==> src/rtl/wb_select_stage_pkg.sv <==
// Shared definitions for the writeback-select stage: source-select and load
// funct3 encodings plus the buffered entry payload.
package wb_select_stage_pkg;

  localparam int WB_XLEN_MAX = 64;
  localparam int WB_RD_MAX   = 8;

  typedef enum logic [1:0] {
    WB_ALU = 2'd0,
    WB_MEM = 2'd1,
    WB_PC4 = 2'd2,
    WB_IMM = 2'd3
  } wb_sel_e;

  localparam logic [2:0] F3_LB  = 3'b000;
  localparam logic [2:0] F3_LH  = 3'b001;
  localparam logic [2:0] F3_LW  = 3'b010;
  localparam logic [2:0] F3_LBU = 3'b100;
  localparam logic [2:0] F3_LHU = 3'b101;

  // Sized for the widest configuration; narrower builds use the low bits.
  typedef struct packed {
    logic [WB_XLEN_MAX-1:0] data;
    logic [WB_RD_MAX-1:0]   rd;
    logic                   we;
    logic                   misalign;
  } wb_entry_t;

endpackage

==> src/rtl/wb_select_stage_load_align_ext.sv <==
// Combinational load-lane extraction, sign/zero extension and misalignment
// detection for a raw aligned memory word.
module load_align_ext
  import wb_select_stage_pkg::*;
#(
  parameter int XLEN = 32
) (
  input  logic [XLEN-1:0] i_mem_rdata,
  input  logic [1:0]      i_offset,
  input  logic [2:0]      i_funct3,
  output logic [XLEN-1:0] o_data,
  output logic            o_misalign
);

  logic [7:0]  w_byte;
  logic [15:0] w_half;
  logic [31:0] w_word;

  assign w_byte = i_mem_rdata[{i_offset, 3'b000} +: 8];
  assign w_half = i_mem_rdata[{i_offset[1], 4'b0000} +: 16];
  assign w_word = i_mem_rdata[31:0];

  always_comb begin
    o_data     = XLEN'(signed'(w_word));
    o_misalign = (i_offset != 2'b00);
    case (i_funct3)
      F3_LB: begin
        o_data     = XLEN'(signed'(w_byte));
        o_misalign = 1'b0;
      end
      F3_LBU: begin
        o_data     = XLEN'(w_byte);
        o_misalign = 1'b0;
      end
      F3_LH: begin
        o_data     = XLEN'(signed'(w_half));
        o_misalign = i_offset[0];
      end
      F3_LHU: begin
        o_data     = XLEN'(w_half);
        o_misalign = i_offset[0];
      end
      default: ; // LW and unlisted codes share the word path
    endcase
  end

endmodule

==> src/rtl/wb_select_stage.sv <==
// Registered N-way writeback selector with a 2-entry skid FIFO.
// Define WB_LOAD_EXT_EN to enable load extraction, extension and misalign checks.
module wb_select_stage
  import wb_select_stage_pkg::*;
#(
  parameter int XLEN   = 32,
  parameter int REG_AW = 5
) (
  input  logic              clk,
  input  logic              rst_n,
  input  logic              in_valid,
  output logic              in_ready,
  input  logic [1:0]        wb_sel,
  input  logic [XLEN-1:0]   alu_res,
  input  logic [XLEN-1:0]   mem_rdata,
  input  logic [XLEN-1:0]   pc_plus4,
  input  logic [XLEN-1:0]   imm,
  input  logic [2:0]        ld_funct3,
  input  logic [REG_AW-1:0] rd,
  input  logic              reg_write,
  output logic              out_valid,
  input  logic              out_ready,
  output logic [XLEN-1:0]   wb_data,
  output logic [REG_AW-1:0] wb_rd,
  output logic              wb_we,
  output logic              wb_misalign
);

  logic [XLEN-1:0] w_ld_data;
  logic            w_ld_misalign;

`ifdef WB_LOAD_EXT_EN
  load_align_ext #(.XLEN(XLEN)) u_load_align_ext (
    .i_mem_rdata (mem_rdata),
    .i_offset    (alu_res[1:0]),
    .i_funct3    (ld_funct3),
    .o_data      (w_ld_data),
    .o_misalign  (w_ld_misalign)
  );
`else
  assign w_ld_data     = mem_rdata;
  assign w_ld_misalign = 1'b0;
`endif

  logic [XLEN-1:0] w_sel_data;
  logic            w_misalign;
  wb_entry_t       w_entry;

  always_comb begin
    w_sel_data = alu_res;
    case (wb_sel_e'(wb_sel))
      WB_ALU: w_sel_data = alu_res;
      WB_MEM: w_sel_data = w_ld_data;
      WB_PC4: w_sel_data = pc_plus4;
      WB_IMM: w_sel_data = imm;
      default: w_sel_data = alu_res;
    endcase
  end

  assign w_misalign       = (wb_sel_e'(wb_sel) == WB_MEM) && w_ld_misalign;
  assign w_entry.data     = WB_XLEN_MAX'(w_sel_data);
  assign w_entry.rd       = WB_RD_MAX'(rd);
  assign w_entry.we       = reg_write && (rd != '0) && !w_misalign;
  assign w_entry.misalign = w_misalign;

  wb_entry_t  r_mem [0:1];
  logic       r_wr_ptr;
  logic       r_rd_ptr;
  logic [1:0] r_count;
  logic       w_push;
  logic       w_pop;

  // in_ready comes only from the registered count, never from out_ready.
  assign in_ready  = (r_count != 2'd2);
  assign out_valid = (r_count != 2'd0);
  assign w_push    = in_valid && in_ready;
  assign w_pop     = out_valid && out_ready;

  always_ff @(posedge clk) begin
    if (!rst_n) begin
      r_mem[0] <= '0;
      r_mem[1] <= '0;
      r_wr_ptr <= 1'b0;
      r_rd_ptr <= 1'b0;
      r_count  <= 2'd0;
    end else begin
      if (w_push) begin
        r_mem[r_wr_ptr] <= w_entry;
        r_wr_ptr        <= ~r_wr_ptr;
      end
      if (w_pop) begin
        r_rd_ptr <= ~r_rd_ptr;
      end
      case ({w_push, w_pop})
        2'b10:   r_count <= r_count + 2'd1;
        2'b01:   r_count <= r_count - 2'd1;
        default: r_count <= r_count;
      endcase
    end
  end

  wb_entry_t w_head;
  assign w_head      = r_mem[r_rd_ptr];
  assign wb_data     = w_head.data[XLEN-1:0];
  assign wb_rd       = w_head.rd[REG_AW-1:0];
  assign wb_we       = w_head.we;
  assign wb_misalign = w_head.misalign;

endmodule

==> config.mk <==
export PLATFORM = sky130hd
export DESIGN_NAME = wb_select_stage
export DESIGN_NICKNAME = d
export VERILOG_FILES = /design/src/rtl/wb_select_stage_pkg.sv /design/src/rtl/wb_select_stage_load_align_ext.sv /design/src/rtl/wb_select_stage.sv
export SDC_FILE = /design/constraint.sdc
export NUM_CORES = 1
export LEC_CHECK = 0
export CORE_MARGIN = 3
export CORE_UTILIZATION = 40
export CTS_CLUSTER_DIAMETER = 120
export DETAILED_ROUTE_END_ITERATION = 6
export GPL_TIMING_DRIVEN = 0
export HOLD_SLACK_MARGIN = 0.03
export PLACE_DENSITY = 0.78
export SLEW_MARGIN = 20
export SYNTH_ARGS = -nofsm -noshare
export SYNTH_HDL_FRONTEND = slang
export SYNTH_SLANG_ARGS = --single-unit
==> constraint.sdc <==
create_clock -name clk -period 2.3 [get_ports clk]
set_input_delay 0.46 -clock clk [delete_from_list [all_inputs] [get_ports clk]]
set_output_delay 0.46 -clock clk [all_outputs]
set_load 0.01 [all_outputs]
[Word-level counts from Yosys, hierarchy flattened]
Memory sizes are Yosys's and may differ from the RTL's. A register that Yosys moved wholly into a read port is not among the register bits.
Cells that the tools add are included.
Word-level totals
  bits in registers: 4
  bits in latches: 0
  memory bits (writable): 76
  bits in read-only memories: 0
  input bits: 143
  output and inout bits: 41
  word-level logic and storage cells: 33
  memories: 1
Operators by class
  add/subtract/negate cells: 2
  $mul: 0
  div/mod/pow operators: 0
  $lt $le $gt $ge: 0
  equality and inequality tests: 6
  shift operators: 0
  multiplexer cells: 11
  bitwise logic cells: 2
  reduce and logical (&&, ||, !) cells: 8
Memories
  r_mem: depth 2, width 38, read ports 1, clocked after memory_dff 1, write ports 2, RTL line wb_select_stage.sv:66  | wb_entry_t r_mem [0:1];
Operators by type and width (count)
  32-bit case mux with 4 select lines: 1
  38-bit two-way mux: 1
  38-bit OR reduction: 1
  1-bit two-way mux: 8
  2-bit == test, second input constant: 3
  5-bit nonzero test: 1
  2-bit by 1-bit == test with 1-bit output, second input constant: 2
  2-bit case mux with 2 select lines: 1
  2-bit nonzero test: 2
  1-bit logical AND: 3
  2-bit by 1-bit adder with 2-bit output, second input constant: 1
  2-bit zero test: 1
  2-bit != test, second input constant: 1
  1-bit inverter: 2
  2-bit by 1-bit subtractor with 2-bit output, second input constant: 1

[Logic depth before layout (Yosys ltp)]
  depth after elaboration: 7
  gate-level depth with buffers: 6
  mapped depth without buffers: 6

[Least setup slack after synthesis]
No wires, ideal clock.
  path kind: register to register
  start point: reg r_count[0]
  end point: mem r_mem[1][0] (netlist bit) (enable)
  library setup time: 0.396 ns
  arrival: 1.870 ns
  required time: 1.904 ns
  slack: 0.033 ns
  cell stages (with the launch flop): 6
  path buffers: 2
  period minus slack after synthesis: 2.267 ns
  cell sequence: dfxtp_1 -> nand2b_4 -> nand4_4 -> buf_6 -> buf_6 -> nand2_1
RTL lines
  start, declared: RTL line wb_select_stage.sv:69  | logic [1:0] r_count;
  start signal, assigned: RTL line wb_select_stage.sv:95  | 2'b10: r_count <= r_count + 2'd1;
  start signal, assigned: RTL line wb_select_stage.sv:96  | 2'b01: r_count <= r_count - 2'd1;
  start signal, assigned: RTL line wb_select_stage.sv:97  | default: r_count <= r_count;
  end, declared: RTL line wb_select_stage.sv:66

==> metrics.txt <==
outcome complete, no violations; simple logic cell fraction of the synthesized area between 10% and 20%; dpl hpwl about 8.3 mm; Placement Setup Slack -0.351 ns; CP max stage cell clkdlybuf4s50_1; YS warnings 0; n_diodes 0; crit start category flop; clock buffer depth 2; synthesized net count between 400 and 500; Post-Layout Cell Count ~610; worst path cell trace buf_4 -> mux2_2 -> clkdlybuf4s50_1; mapped cell area between 0.004 and 0.005 mm2; area share of the largest cell type after synthesis 49.4%; port bufs approximately 180; H-tree depth 3; LEAKAGE slightly below 3 nW; via-per-instance ratio 4.97; Clk Latency, worst-skew pair 0.33 ns; compound-cell area share of the yosys netlist less than 1%; largest net degree at the start of global routing 28; nets slightly above 600; CP Data Required Time approximately 1.8 ns; Hold Crit Depth 2; Seq/Total Area, Yosys between 50% and 60%; unrepaired setup endpoints after global routing no; reg2reg path depth 6; gpl congestion 0.687; share of post-route cells with drive strength above 1 a little over a quarter; # rows 38; largest stage delay on the critical path slightly above 0.5 ns; CTS Sinks 81; DRT Wirelength roughly 11 mm; Initial DRT Pass Iterations 4; Final Cycle Share roughly 97%; Synth area leader edfxtp_1; syn_area_per_cell around 17 um2; Starting DRT DRC Count ~100; Hold Buf Count CTS 0; CTS buffer count 9; post-synthesis adder-cell area fraction 0.271%; I/O pin cnt roughly 180; Setup CP Type reg2out; die height ~110 um; TritonCTS clock tree done; Fin. Hold Viols 0; GR Overflow Total 0; Synth area leaders edfxtp_1 49%, mux4_2 16%, nor2b_4 8.6%; post-synthesis mux area share around 25%; crit path DAT roughly 1.8 ns; XOR/XNOR Fraction of Synth Area less than 1%; vias in the first global route 3,391; Root Buffer clkbuf_16; Max Cap Viol 0; count of pins over their slew limit 0; most common cell after layout, fill and taps aside clkdlybuf4s50_1; most frequent cells in the layout 150 x clkdlybuf4s50_1, 76 x edfxtp_1, 37 x nor2b_1; post-route ant nets 0; Least-Margin Pin Slew approximately 0.54 ns; Gate Count Post-Synth about 280; Core Util, Final 63.4%; pwr dens 764 mW/mm2; initial antenna violation count 0; worst setup margin ~0.077 ns; Area Growth Syn to Fin 52.0%; endpoint class of the critical path output port; Clock Skew approximately 0.0058 ns; Peak Freq 450 MHz; Clk pin slew, worst setup/hold paths 0.06 ns; filler cell count about 870; Multi-input gate area roughly 0.0020 mm2; Die Span X between 100 and 150 um; wire length per cell ~18 um; Max VDD drop 383 uV; Hold Crit Class reg2reg; DRC viols 0; initial core utilization a little over two fifths; global-route wire length before repair ~17 mm; detailed-route via count around 3.0k; Slew headroom roughly 64%; DP Cell Count 596; post-layout minimum cycle time around 2.2 ns; combinational family with the most area after synthesis multiplexers; synthesized flop and latch total about 80; All-Layer GR Usage around 17%; die area between 0.01 and 0.015 mm2; Placeable Area between 0.01 and 0.015 mm2; register area 0.00238 mm2; setup violators final 0; count of cell types in the netlist 32; Worst Path Max Fanout 10
==> final timing paths <==
| path | start | endpoint | slack, ns |
|---|---|---|---|
| min | r_rd_ptr | r_rd_ptr | 0.55 |
| max reg2reg | r_count[0] | r_mem[1][31] | 0.28 |
| max | flop | wb_data[10] | 0.08 |
| min reg2reg | r_rd_ptr | r_rd_ptr | 0.55 |
==> registers in the layout (all words and copies together) (netlist names), named ones only <==
signal	flops
r_wr_ptr	1
r_mem	76
r_rd_ptr	1
r_count	2
==> cell type report <==
class | count | share of cell area (%)
Buffer | 20 | 2.96
Clock buffer | 9 | 3.21
Clock inverter | 7 | 1.34
Inverter | 5 | 0.267
Multi-Input combinational cell | 170 | 29.0
Sequential cell | 81 | 33.9
Tap cell | 140 | 2.49
Timing Repair Buffer | 182 | 26.8
==> logic make-up (layout without fill, tap and decap cells) <==
group	count (synthesis)	count (layout)
AOI/OAI and AO/OA	6	6
xor gates and xnor gates	3	3
buffers and inverters	25	223
other	1	1
muxes	70	70
and+or+nand+nor	89	89
DFF	81	81
adders and majority gates	1	1
==> power by group <==
part           switching, mW  internal (mW)
clock network          0.569          0.950
registers             0.0745           1.87
logic                  0.777           1.12
total                   1.42           3.94
==> metal layers <==
metal	track usage, %	vias up	wire length (um)
li1	-	1430	-
met3	4.19	15	751
met2	30.9	110	5770
met1	19.0	1494	4030
met5	0	-	0
met4	6.97	0	215
==> worst max-delay path, delay by kind of cell, from the launching register on <==
family                 cells  cell delay, ns
multiplexers               1            0.35
flip-flops                 1            0.35
buffers and inverters      2            0.72
==> stage by stage <==
| stage | setup TNS (ns) | hold WS, ns | total power, mW | instance area [um2] |
|---|---|---|---|---|
| 2_1_floorplan | 0 | 0.504 | 2.96 | 4620 |
| 3_3_place_gp | -70.37 | 0.523 | 3.87 | 6580 |
| 3_5_place_dp | -10.62 | 0.536 | 3.92 | 6620 |
| 4_1_cts | 0 | 0.556 | 5.47 | 6970 |
| 5_1_grt | 0 | 0.579 | 5.65 | 7030 |
| 6_report | 0 | 0.548 | 5.37 | 7030 |
==> repair_timing <==
item                       CTS  global route
resized for setup           13            22
setup buffers                2             0
gates cloned                 0             0
setup endpoints to repair   21            48
==> synthesized netlist by cell type <==
cell / instances
or2_1: 1
nor2b_4: 29
buf_8: 1
a21boi_1: 2
o21ai_1: 1
inv_1: 5
mux2_1: 28
buf_4: 1
nor2_2: 12
conb_1: 1
a21bo_2: 1
nand4b_2: 1
or4_1: 1
clkbuf_1: 2
nor2b_1: 37
xnor2_1: 3
o21ai_0: 1
nand2b_4: 1
mux4_2: 32
edfxtp_1: 76
dfxtp_1: 5
buf_2: 8
nand2_1: 3
nand3b_1: 1
ha_1: 1
and2_1: 1
nand4_4: 1
mux2_2: 10
or3_1: 1
buf_6: 5
o21a_1: 1
buf_12: 3
Power figures use the tool's default switching activity.
